File: src/rtl/collision_scanner_if.sv
// Hit-event valid/ready channel between collision_scanner (master) and its consumer (slave).
interface collision_scanner_if #(
    parameter int PIDX_W = 2,
    parameter int OIDX_W = 3
);
    logic              hit_valid;
    logic              hit_ready;
    logic [PIDX_W-1:0] hit_proj;
    logic [OIDX_W-1:0] hit_obj;

    modport master (output hit_valid, hit_proj, hit_obj, input hit_ready);
    modport slave  (input hit_valid, hit_proj, hit_obj, output hit_ready);
endinterface

File: src/rtl/collision_scanner.sv
// Sequential projectile/object collision scanner, one pair per cycle, hits reported over a valid/ready channel.
// Define COLLISION_OVERLAP_EN for sized projectiles (rectangle overlap); default is point-in-box.
module collision_scanner #(
    parameter int N_PROJ  = 4,
    parameter int N_OBJ   = 8,
    parameter int COORD_W = 10
) (
    input  logic                      clk,
    input  logic                      rst,
    input  logic                      clk_collision,
    input  logic [N_PROJ*COORD_W-1:0] proj_x,
    input  logic [N_PROJ*COORD_W-1:0] proj_y,
    input  logic [N_PROJ-1:0]         proj_valid,
    input  logic [N_OBJ*COORD_W-1:0]  obj_x,
    input  logic [N_OBJ*COORD_W-1:0]  obj_y,
    input  logic [N_OBJ-1:0]          obj_alive,
    input  logic [COORD_W-1:0]        obj_width,
    input  logic [COORD_W-1:0]        obj_height,
`ifdef COLLISION_OVERLAP_EN
    input  logic [COORD_W-1:0]        proj_width,
    input  logic [COORD_W-1:0]        proj_height,
`endif
    collision_scanner_if.master       hit_if,
    output logic                      busy,
    output logic                      done,
    output logic [N_PROJ-1:0]         proj_hit,
    output logic [N_OBJ-1:0]          obj_hit,
    output logic                      overrun
);
    localparam int PIDX_W = (N_PROJ > 1) ? $clog2(N_PROJ) : 1;
    localparam int OIDX_W = (N_OBJ > 1) ? $clog2(N_OBJ) : 1;
    localparam int EXT_W  = COORD_W + 1;
    localparam logic [PIDX_W-1:0] P_LAST = PIDX_W'(N_PROJ - 1);
    localparam logic [OIDX_W-1:0] O_LAST = OIDX_W'(N_OBJ - 1);

    typedef enum logic [1:0] {IDLE, SCAN, HOLD, DONE} state_t;

    state_t              state_q, state_d;
    logic [PIDX_W-1:0]   p_q, p_d;
    logic [OIDX_W-1:0]   o_q, o_d;
    logic [N_PROJ-1:0]   work_proj_q, work_proj_d;
    logic [N_OBJ-1:0]    work_obj_q, work_obj_d;
    logic                hit_valid_q, hit_valid_d;
    logic [PIDX_W-1:0]   hit_proj_q, hit_proj_d;
    logic [OIDX_W-1:0]   hit_obj_q, hit_obj_d;
    logic [N_PROJ-1:0]   proj_hit_q, proj_hit_d;
    logic [N_OBJ-1:0]    obj_hit_q, obj_hit_d;
    logic                overrun_q, overrun_d;
    logic                snap_en;

    logic [COORD_W-1:0]  snap_px_q [N_PROJ];
    logic [COORD_W-1:0]  snap_py_q [N_PROJ];
    logic [COORD_W-1:0]  snap_ox_q [N_OBJ];
    logic [COORD_W-1:0]  snap_oy_q [N_OBJ];
    logic [N_PROJ-1:0]   snap_pv_q;
    logic [N_OBJ-1:0]    snap_alive_q;
    logic [COORD_W-1:0]  snap_w_q, snap_h_q;
`ifdef COLLISION_OVERLAP_EN
    logic [COORD_W-1:0]  snap_pw_q, snap_ph_q;
`endif

    // NOTE: the snapshot is pure data, always loaded before it is read, so it carries no reset.
    always_ff @(posedge clk) begin
        if (snap_en) begin
            for (int i = 0; i < N_PROJ; i++) begin
                snap_px_q[i] <= proj_x[i*COORD_W +: COORD_W];
                snap_py_q[i] <= proj_y[i*COORD_W +: COORD_W];
            end
            for (int j = 0; j < N_OBJ; j++) begin
                snap_ox_q[j] <= obj_x[j*COORD_W +: COORD_W];
                snap_oy_q[j] <= obj_y[j*COORD_W +: COORD_W];
            end
            snap_pv_q    <= proj_valid;
            snap_alive_q <= obj_alive;
            snap_w_q     <= obj_width;
            snap_h_q     <= obj_height;
`ifdef COLLISION_OVERLAP_EN
            snap_pw_q    <= proj_width;
            snap_ph_q    <= proj_height;
`endif
        end
    end

    logic [COORD_W-1:0] px, py, ox, oy;
    logic [EXT_W-1:0]   ox_end, oy_end;
`ifdef COLLISION_OVERLAP_EN
    logic [EXT_W-1:0]   px_end, py_end;
`endif
    logic               geo_hit, pair_hit;

    // Ends are formed one bit wider so boxes touching the top of the coordinate range never wrap.
    always_comb begin
        px     = snap_px_q[p_q];
        py     = snap_py_q[p_q];
        ox     = snap_ox_q[o_q];
        oy     = snap_oy_q[o_q];
        ox_end = EXT_W'(ox) + EXT_W'(snap_w_q);
        oy_end = EXT_W'(oy) + EXT_W'(snap_h_q);
`ifdef COLLISION_OVERLAP_EN
        px_end  = EXT_W'(px) + EXT_W'(snap_pw_q);
        py_end  = EXT_W'(py) + EXT_W'(snap_ph_q);
        geo_hit = (snap_w_q != '0) && (snap_h_q != '0) &&
                  (snap_pw_q != '0) && (snap_ph_q != '0) &&
                  (EXT_W'(px) < ox_end) && (EXT_W'(ox) < px_end) &&
                  (EXT_W'(py) < oy_end) && (EXT_W'(oy) < py_end);
`else
        geo_hit = (snap_w_q != '0) && (snap_h_q != '0) &&
                  (px >= ox) && (EXT_W'(px) < ox_end) &&
                  (py >= oy) && (EXT_W'(py) < oy_end);
`endif
        pair_hit = snap_pv_q[p_q] && snap_alive_q[o_q] && !work_obj_q[o_q] && geo_hit;
    end

    // NOTE: every signal assigned here gets a default first, so no path can infer a latch.
    always_comb begin
        state_d     = state_q;
        p_d         = p_q;
        o_d         = o_q;
        work_proj_d = work_proj_q;
        work_obj_d  = work_obj_q;
        hit_valid_d = hit_valid_q;
        hit_proj_d  = hit_proj_q;
        hit_obj_d   = hit_obj_q;
        proj_hit_d  = proj_hit_q;
        obj_hit_d   = obj_hit_q;
        snap_en     = 1'b0;
        overrun_d   = clk_collision && (state_q != IDLE);

        unique case (state_q)
            IDLE: begin
                if (clk_collision) begin
                    snap_en     = 1'b1;
                    work_proj_d = '0;
                    work_obj_d  = '0;
                    p_d         = '0;
                    o_d         = '0;
                    state_d     = SCAN;
                end
            end
            SCAN: begin
                if (pair_hit) begin
                    hit_valid_d      = 1'b1;
                    hit_proj_d       = p_q;
                    hit_obj_d        = o_q;
                    work_proj_d[p_q] = 1'b1;
                    work_obj_d[o_q]  = 1'b1;
                    state_d          = HOLD;
                end else if (o_q != O_LAST) begin
                    o_d = o_q + 1'b1;
                end else if (p_q != P_LAST) begin
                    p_d = p_q + 1'b1;
                    o_d = '0;
                end else begin
                    proj_hit_d = work_proj_q;
                    obj_hit_d  = work_obj_q;
                    state_d    = DONE;
                end
            end
            HOLD: begin
                // The remaining objects of this projectile are skipped after acceptance.
                if (hit_if.hit_ready) begin
                    hit_valid_d = 1'b0;
                    if (p_q != P_LAST) begin
                        p_d     = p_q + 1'b1;
                        o_d     = '0;
                        state_d = SCAN;
                    end else begin
                        proj_hit_d = work_proj_q;
                        obj_hit_d  = work_obj_q;
                        state_d    = DONE;
                    end
                end
            end
            DONE: state_d = IDLE;
            default: state_d = IDLE;
        endcase
    end

    // NOTE: sequential state uses non-blocking assignments so all flops update together at the edge.
    always_ff @(posedge clk or negedge rst) begin
        if (!rst) begin
            state_q     <= IDLE;
            p_q         <= '0;
            o_q         <= '0;
            work_proj_q <= '0;
            work_obj_q  <= '0;
            hit_valid_q <= 1'b0;
            hit_proj_q  <= '0;
            hit_obj_q   <= '0;
            proj_hit_q  <= '0;
            obj_hit_q   <= '0;
            overrun_q   <= 1'b0;
        end else begin
            state_q     <= state_d;
            p_q         <= p_d;
            o_q         <= o_d;
            work_proj_q <= work_proj_d;
            work_obj_q  <= work_obj_d;
            hit_valid_q <= hit_valid_d;
            hit_proj_q  <= hit_proj_d;
            hit_obj_q   <= hit_obj_d;
            proj_hit_q  <= proj_hit_d;
            obj_hit_q   <= obj_hit_d;
            overrun_q   <= overrun_d;
        end
    end

    assign hit_if.hit_valid = hit_valid_q;
    assign hit_if.hit_proj  = hit_proj_q;
    assign hit_if.hit_obj   = hit_obj_q;
    assign busy             = (state_q != IDLE);
    assign done             = (state_q == DONE);
    assign proj_hit         = proj_hit_q;
    assign obj_hit          = obj_hit_q;
    assign overrun          = overrun_q;
endmodule
File: src/flat_wrapper.sv
// flat-port wrapper written by rule: the top's interface ports become plain ports
module collision_scanner_flat 
#(
    parameter int N_PROJ  = 4,
    parameter int N_OBJ   = 8,
    parameter int COORD_W = 10
)
  (clk, rst, clk_collision, proj_x, proj_y, proj_valid, obj_x, obj_y, obj_alive, obj_width, obj_height, busy, done, proj_hit, obj_hit, overrun, hit_if_hit_valid, hit_if_hit_proj, hit_if_hit_obj, hit_if_hit_ready);
  collision_scanner_if hit_if_i ();
  input  logic clk;
  input  logic rst;
  input  logic clk_collision;
  input  logic [N_PROJ*COORD_W-1:0] proj_x;
  input  logic [N_PROJ*COORD_W-1:0] proj_y;
  input  logic [N_PROJ-1:0] proj_valid;
  input  logic [N_OBJ*COORD_W-1:0] obj_x;
  input  logic [N_OBJ*COORD_W-1:0] obj_y;
  input  logic [N_OBJ-1:0] obj_alive;
  input  logic [COORD_W-1:0] obj_width;
  input  logic [COORD_W-1:0] obj_height;
  output logic busy;
  output logic done;
  output logic [N_PROJ-1:0] proj_hit;
  output logic [N_OBJ-1:0] obj_hit;
  output logic overrun;
  output wire logic [$bits(hit_if_i.hit_valid)-1:0] hit_if_hit_valid;
  output wire logic [$bits(hit_if_i.hit_proj)-1:0] hit_if_hit_proj;
  output wire logic [$bits(hit_if_i.hit_obj)-1:0] hit_if_hit_obj;
  input wire logic [$bits(hit_if_i.hit_ready)-1:0] hit_if_hit_ready;
  assign hit_if_hit_valid = hit_if_i.hit_valid;
  assign hit_if_hit_proj = hit_if_i.hit_proj;
  assign hit_if_hit_obj = hit_if_i.hit_obj;
  assign hit_if_i.hit_ready = hit_if_hit_ready;
  collision_scanner #(.N_PROJ(N_PROJ), .N_OBJ(N_OBJ), .COORD_W(COORD_W)) u_core (.clk(clk), .rst(rst), .clk_collision(clk_collision), .proj_x(proj_x), .proj_y(proj_y), .proj_valid(proj_valid), .obj_x(obj_x), .obj_y(obj_y), .obj_alive(obj_alive), .obj_width(obj_width), .obj_height(obj_height), .hit_if(hit_if_i), .busy(busy), .done(done), .proj_hit(proj_hit), .obj_hit(obj_hit), .overrun(overrun));
endmodule
File: config.mk
export PLATFORM = sky130hd
export DESIGN_NAME = collision_scanner_flat
export DESIGN_NICKNAME = d
export VERILOG_FILES = /design/src/rtl/collision_scanner_if.sv /design/src/rtl/collision_scanner.sv /design/src/flat_wrapper.sv
export SDC_FILE = /design/constraint.sdc
export NUM_CORES = 1
export LEC_CHECK = 0
export CAP_MARGIN = 25
export CORE_UTILIZATION = 46
export CTS_CLUSTER_SIZE = 20
export DETAILED_ROUTE_END_ITERATION = 6
export PLACE_DENSITY = 0.77
export SKIP_CTS_REPAIR_TIMING = 1
export SYNTH_ARGS = -nofsm -noshare
export SYNTH_HDL_FRONTEND = slang
export SYNTH_SLANG_ARGS = --single-unit
File: constraint.sdc
create_clock -name clk -period 8.5 [get_ports clk]
set_clock_uncertainty 0.15 [all_clocks]
set_input_delay 1.7 -clock clk [delete_from_list [all_inputs] [get_ports clk]]
set_output_delay 1.7 -clock clk [all_outputs]
set_load 0.05 [all_outputs]
Word level (Yosys, flattened, before mapping)
Memory sizes are Yosys's and may differ from the RTL's.
Index checks and enable logic that the tools add are counted.
{"block": "word_totals", "rom_bits": 0, "reg_bits": 70, "ramBits": 240, "latch_bits": 0, "mem_count": 4, "in_bits": 276}
{"block": "op_classes", "n_reduce_logical": 26, "order_cmp": 8, "shifts": 0, "eq_ne": 12, "n_addsub": 4, "bitwise_logic": 2, "mux": 52, "div": 0, "multipliers": 0}
{"name": "u_core.snap_ox_q", "depth": 8, "width": 10, "read_ports": 1, "rd_ports_with_merged_regs": 0, "write_ports": 8, "line": "collision_scanner.sv:53", "source": "logic [COORD_W-1:0] snap_ox_q [N_OBJ];"}
{"name": "u_core.snap_oy_q", "depth": 8, "width": 10, "read_ports": 1, "rd_ports_with_merged_regs": 0, "write_ports": 8, "line": "collision_scanner.sv:54", "source": "logic [COORD_W-1:0] snap_oy_q [N_OBJ];"}
{"name": "u_core.snap_px_q", "depth": 4, "width": 10, "read_ports": 1, "rd_ports_with_merged_regs": 0, "write_ports": 4, "line": "collision_scanner.sv:51", "source": "logic [COORD_W-1:0] snap_px_q [N_PROJ];"}
{"name": "u_core.snap_py_q", "depth": 4, "width": 10, "read_ports": 1, "rd_ports_with_merged_regs": 0, "write_ports": 4, "line": "collision_scanner.sv:52", "source": "logic [COORD_W-1:0] snap_py_q [N_PROJ];"}
{"op": "$mux 8", "n": 6}
{"op": "$pmux 8 s2", "n": 2}
{"op": "$mux 4", "n": 6}
{"op": "$add 10x10->11", "n": 2}
{"op": "$lt 10x11->1", "n": 2}
{"op": "$mux 2", "n": 11}
{"op": "$ge 10x10->1", "n": 2}
{"op": "$reduce_bool 10->1", "n": 2}
{"op": "$pmux 4 s2", "n": 2}
{"op": "$mux 3", "n": 5}
{"op": "$reduce_and 4->1", "n": 3}
{"op": "$logic_and 1x1->1", "n": 11}
{"op": "$mux 1", "n": 11}
{"op": "$ne 2x2->1 const B", "n": 5}
{"op": "$pmux 3 s3", "n": 1}
{"op": "$or 8x8->8", "n": 1}
{"op": "$pmux 2 s4", "n": 1}
{"op": "$bmux 1 s3", "n": 2}
{"op": "$ne 3x2->1 const B", "n": 2}
{"op": "$pmux 2 s3", "n": 1}
{"op": "$reduce_and 3->1", "n": 2}
{"op": "$reduce_bool 2->1", "n": 3}
{"op": "$reduce_and 5->1", "n": 1}
{"op": "$eq 2x2->1 const B", "n": 2}
{"op": "18 further kinds", "n": 18}

Logic depth before layout (Yosys ltp)
{"block": "depth", "word_depth": 9, "ltp_mapped": 23, "ltp_nobuf": 20}

Least setup slack after synthesis
OpenSTA, ideal clock, no wires.
{"block": "synth_path", "path_type": "in2reg", "start": "in clk_collision", "end": "reg u_core.work_obj_q[0]", "required_ps": 8229, "cell_stages": 4, "slack_ps": -760, "arrival_ps": 8989, "cell_sequence": "and2_1 -> nand2_1 -> clkbuf_1 -> a22o_1"}
{"block": "synth_between", "elab_chain_cells": 2}
{"element": "start: declaration", "line": "flat_wrapper.sv:12", "source": "input logic clk_collision;"}
{"element": "$ne 2x2->1 (no source line)"}
{"element": "$reduce_and 3->1 (no source line)"}
{"element": "end signal: assignment", "line": "collision_scanner.sv:198", "source": "work_obj_q <= work_obj_d;"}
{"element": "end: declaration", "line": "collision_scanner.sv:42", "source": "logic [N_OBJ-1:0] work_obj_q, work_obj_d;"}
No other way between the ends.
A chain may end at the register's enable or synchronous reset.

Final worst setup path
{"block": "layout_path", "start": "reg u_core.o_q[0]", "end": "reg u_core.p_q[1]"}
{"block": "layout_between", "elab_chain_cells": 9, "elab_cells_between_ends": 24}
{"element": "start: declaration", "line": "collision_scanner.sv:40", "source": "logic [OIDX_W-1:0] o_q, o_d;"}
{"element": "start signal: assignment", "line": "collision_scanner.sv:184", "source": "o_q <= '0;"}
{"element": "start signal: assignment", "line": "collision_scanner.sv:196", "source": "o_q <= o_d;"}
{"element": "$mem_v2 8x10"}
{"element": "$add 10x10->11 / $ge 10x10->1 (equally long branches)", "line": "collision_scanner.sv:97, collision_scanner.sv:108"}
{"element": "$lt 10x11->1 / $logic_and 1x1->1 (equally long branches)", "line": "collision_scanner.sv:108, collision_scanner.sv:107"}
{"element": "$logic_and 1x1->1 (2 in a row)", "line": "collision_scanner.sv:108", "source": "(px >= ox) && (EXT_W'(px) < ox_end) &&"}
{"element": "$logic_and 1x1->1", "line": "collision_scanner.sv:109", "source": "(py >= oy) && (EXT_W'(py) < oy_end);"}
{"element": "$logic_and 1x1->1", "line": "collision_scanner.sv:111", "source": "pair_hit = snap_pv_q[p_q] && snap_alive_q[o_q] && !work_obj_q[o_q] && geo_hit;"}
{"element": "$ne 2x2->1 (no source line)"}
{"element": "$reduce_and 5->1 (no source line) (*)"}
{"element": "end signal: assignment", "line": "collision_scanner.sv:195", "source": "p_q <= p_d;"}
{"element": "end: declaration", "line": "collision_scanner.sv:39", "source": "logic [PIDX_W-1:0] p_q, p_d;"}
Every way passes the cells marked *; elsewhere a longest branch is shown, timed or not. The select of a mux whose other input is x is not followed.

==> impl_metrics.sql <==
INSERT INTO impl_metrics (metric_group, metric, value, unit) VALUES
('run_status', 'status', 'completed', ''),
('clock_tree', 'clock_tree.buffer_depth', '3', ''),
('synth', 'synth.top_cells.by_area', 'sky130_fd_sc_hd__edfxtp_1, sky130_fd_sc_hd__dfrtp_1, sky130_fd_sc_hd__ha_1', ''),
('clock_tree', 'worstSkewPairLatency', '520', 'ps'),
('clock_tree', 'clock_pin_slew_reported_for_the_worst_setup_and_hold_paths_after_clock_tree_synthesis', '60', 'ps'),
('sta', 'finalHoldViolCount', '0', ''),
('sta', 'final.period_utilization', '78.6', '%'),
('layout', 'sequential_cell_area', '0.00912', 'mm²'),
('clock_tree', 'tritoncts_num_sinks', '310', ''),
('synth', 'yosysWarnings', '0', ''),
('worst_hold_path', 'hold_path_class', 'flop to flop', ''),
('sta', 'report.final.setup_viol', '0', ''),
('setup_path', 'slowest_delay', '930', 'ps'),
('setup_path', 'worst_ep_arrival_time', '6890', 'ps'),
('placement', 'place.gp.congestion', '0.822', ''),
('detailed_routing', 'wl', '33700', 'µm'),
('synth', 'async_reset_ff_share', '12.3', '%'),
('sta', 'finalSetupTns', '0', 'ps'),
('die', 'start_util', '47.0', '%'),
('grt', 'grt_first_pass_wirelength', '51200', 'µm'),
('layout', 'finalInstanceArea', '0.0181', 'mm²'),
('synth', 'synthMostInstantiatedCell', 'sky130_fd_sc_hd__edfxtp_1', ''),
('synth', 'synthesis.area', '0.0136', 'mm²'),
('clock_tree', 'numCtsBuffers', '34', ''),
('sta', 'timing.fmax', '150', 'MHz'),
('placement', 'detailed_place_hpwl', '24700', 'µm'),
('synth', 'synthesis.area_per_instance', '15.4', 'µm²'),
('grt', 'globalRoute.totalOverflow', '0', ''),
('grt', 'antenna_found_initial', '1', ''),
('setup_path', 'crit_path_cell_trace', 'and3_1 > a22oi_1 > and4_1 > inv_1 > ha_1 > a21o_1 > a21oi_1 > o21bai_1 > a21oi_1 > o21ai_0 > mux2i_1 > a2111oi_0 > ha_1 > nand3_1 > a211o_1 > a211oi_1 > a211oi_4 > buf_16 > o41ai_1 > o41ai_1', ''),
('synth', 'synth_edf_count', '272', ''),
('clock_tree', 'cts.htree.levels', '2', ''),
('layout', 'final_net_count', '1533', ''),
('worst_hold_path', 'whs_path_depth', '1', ''),
('placement', 'postPlaceCellArea', '0.0170', 'mm²'),
('grt', 'grt_start_max_net_pins', '87', ''),
('layout', 'areaGrowthSynthToFinish', '33.7', '%'),
('detailed_routing', 'ant_nets', '0', ''),
('setup_path', 'crit_path_max_fanout', '21', ''),
('layout', 'multi_input_comb_area', '0.00417', 'mm²'),
('setup_path', 'timing.critical_path.slowest_stage_cell', 'sky130_fd_sc_hd__and3_1', ''),
('die', 'ios', '297', ''),
('setup_path', 'cp-end-kind', 'flop', ''),
('die', 'die_h', '174', 'µm'),
('die', 'die_area', '0.0302', 'mm²'),
('layout', 'fillers', '2111', ''),
('placement', 'numPortBuffers', '296', ''),
('synth', 'synth_top_cell_area_share', '60.2', '%'),
('sta', 'tightestPinTransition', '1050', 'ps'),
('layout', 'post_route_cells_drive_above_1_share', '8.74', '%'),
('detailed_routing', 'route.detailed.wl_per_inst', '21.1', 'µm'),
('synth', 'synth_nets', '1227', ''),
('synth', 'synthesis.instances', '881', ''),
('die', 'fp.dieW', '174', 'µm'),
('sta', 'grt_setup_unrepaired', 'false', ''),
('setup_path', 'reg2regPathDepth', '20', ''),
('sta', 'timing_max_transition_violations_final', '0', ''),
('synth', 'synth.top_cells.by_count', 'sky130_fd_sc_hd__edfxtp_1, sky130_fd_sc_hd__a22oi_1, sky130_fd_sc_hd__ha_1', ''),
('synth', 'synth_flop_cell', 'sky130_fd_sc_hd__edfxtp_1', ''),
('clock_tree', 'root_cell_of_the_clock_tree', 'sky130_fd_sc_hd__clkbuf_16', ''),
('sta', 'slew_headroom', '29.6', '%'),
('die', 'design.core.area', '0.0289', 'mm²'),
('synth', 'synthDistinctLibCells', '59', ''),
('pwr', 'p_per_area', '315', 'mW/mm²'),
('setup_path', 'cp-start-kind', 'flop', ''),
('clock_tree', 'tritoncts', 'done', ''),
('synth', 'yosys.area.top_type', 'sky130_fd_sc_hd__edfxtp_1', ''),
('setup_path', 'worst_setup_slack_for_register_to_register_paths', '1820', 'ps'),
('detailed_routing', 'dr_total_vias', '8999', ''),
('detailed_routing', 'drt_pre_antenna_iters', '5', ''),
('pwr', 'leakage', '6.52', 'nW');
[stage by stage]
stage               utilization [%]  setup slack (ps)  power (W)  hold slack (ps)  cells
global route                   62.8              1330    0.00604              374   1597
global placement               58.8              1950    0.00419              326   1532
floorplan                         -              2340    0.00361              347    881
detailed placement             58.9              1850    0.00428              324   1534
CTS                            62.7              1850    0.00574              341   1596
finish                         62.8              1820    0.00571              338   1598
[worst max-delay path, delay by kind of cell, from the launching register on]
family | cells | cell delay, ps
simple gates | 3 | 1280
compound gates | 12 | 3350
flops | 1 | 780
mux | 1 | 150
fa+ha+maj | 2 | 440
buf+inv | 2 | 360
[path summary, 6_finish.rpt]
check,from,end
setup reg to reg,u_core.o_q[0]$_DFFE_PN0P_,u_core.p_q[1]$_DFFE_PN0P_
hold / removal,u_core.hit_if.hit_valid$_DFFE_PN0P_,u_core.hit_if.hit_valid$_DFFE_PN0P_
setup / recovery,u_core.o_q[0]$_DFFE_PN0P_,u_core.p_q[1]$_DFFE_PN0P_
min in group asynchronous,rst,u_core.overrun$_DFF_PN0_
hold reg to reg,u_core.hit_if.hit_valid$_DFFE_PN0P_,u_core.hit_if.hit_valid$_DFFE_PN0P_
max in group asynchronous,rst,u_core.p_q[0]$_DFFE_PN0P_
[final cells by class]
cell class	count	share of cell area (%)
well taps	384	2.65
flip-flops and latches	310	50.3
multi-input cells	495	23.0
diodes	1	0.0138
inverters	33	0.683
repair buffers	313	17.3
clock buffers	42	5.03
clock inverters	20	1.02
[sequential cells by signal, summed over array words and instances, names as in the netlist, 8 cells and up]
name	count
u_core.snap_ox_q	80
u_core.snap_py_q	40
u_core.snap_px_q	40
u_core.obj_hit	8
u_core.snap_w_q	10
u_core.snap_oy_q	80
u_core.work_obj_q	8
u_core.snap_alive_q	8
u_core.snap_h_q	10
[cells by family (layout without fill, tap and decap cells)]
logic type               Yosys count  after routing  share of synthesized area [%]
adder cells (fa/ha/maj)           70             70                           6.57
AO/OA/AOI/OAI                    198            198                           11.1
XOR/XNOR                          13             13                          0.840
other                              0              1                              0
buffers and inverters             76            408                           2.21
flip-flops                       310            310                           67.3
AND/OR/NAND/NOR                  181            181                           7.20
multiplexers                      33             33                           4.80
[power by group]
part / leakage [nW] / internal [W] / switching (W)
sequential: 2.98 / 0.00203 / 0.000166
clock: 0.536 / 0.000859 / 0.000581
combinational: 3.01 / 0.000884 / 0.00120
[metal layers]
layer  vias up  track usage, %  part of all wire [%]
met5         -               0                     0
li1       4161               -                     -
met3        78            4.45                   6.7
met2       403            39.1                    52
met4         0            9.32                   3.9
met1      4357            27.1                    38
[placed cells by master (no fill, tap or decap), types with 14 or more instances in the layout]
master / n
sky130_fd_sc_hd__edfxtp_1: 272
sky130_fd_sc_hd__a21oi_1: 20
sky130_fd_sc_hd__o21ai_0: 16
sky130_fd_sc_hd__mux4_2: 25
sky130_fd_sc_hd__clkbuf_16: 35
sky130_fd_sc_hd__nand2_1: 42
sky130_fd_sc_hd__inv_1: 33
sky130_fd_sc_hd__clkdlybuf4s50_1: 296
sky130_fd_sc_hd__nor2_1: 26
sky130_fd_sc_hd__and4_1: 21
sky130_fd_sc_hd__buf_4: 14
sky130_fd_sc_hd__dfrtp_1: 37
sky130_fd_sc_hd__ha_1: 68
sky130_fd_sc_hd__a22oi_1: 80
sky130_fd_sc_hd__nand3_1: 44
No activity file was read; power rests on OpenSTA's default activity.
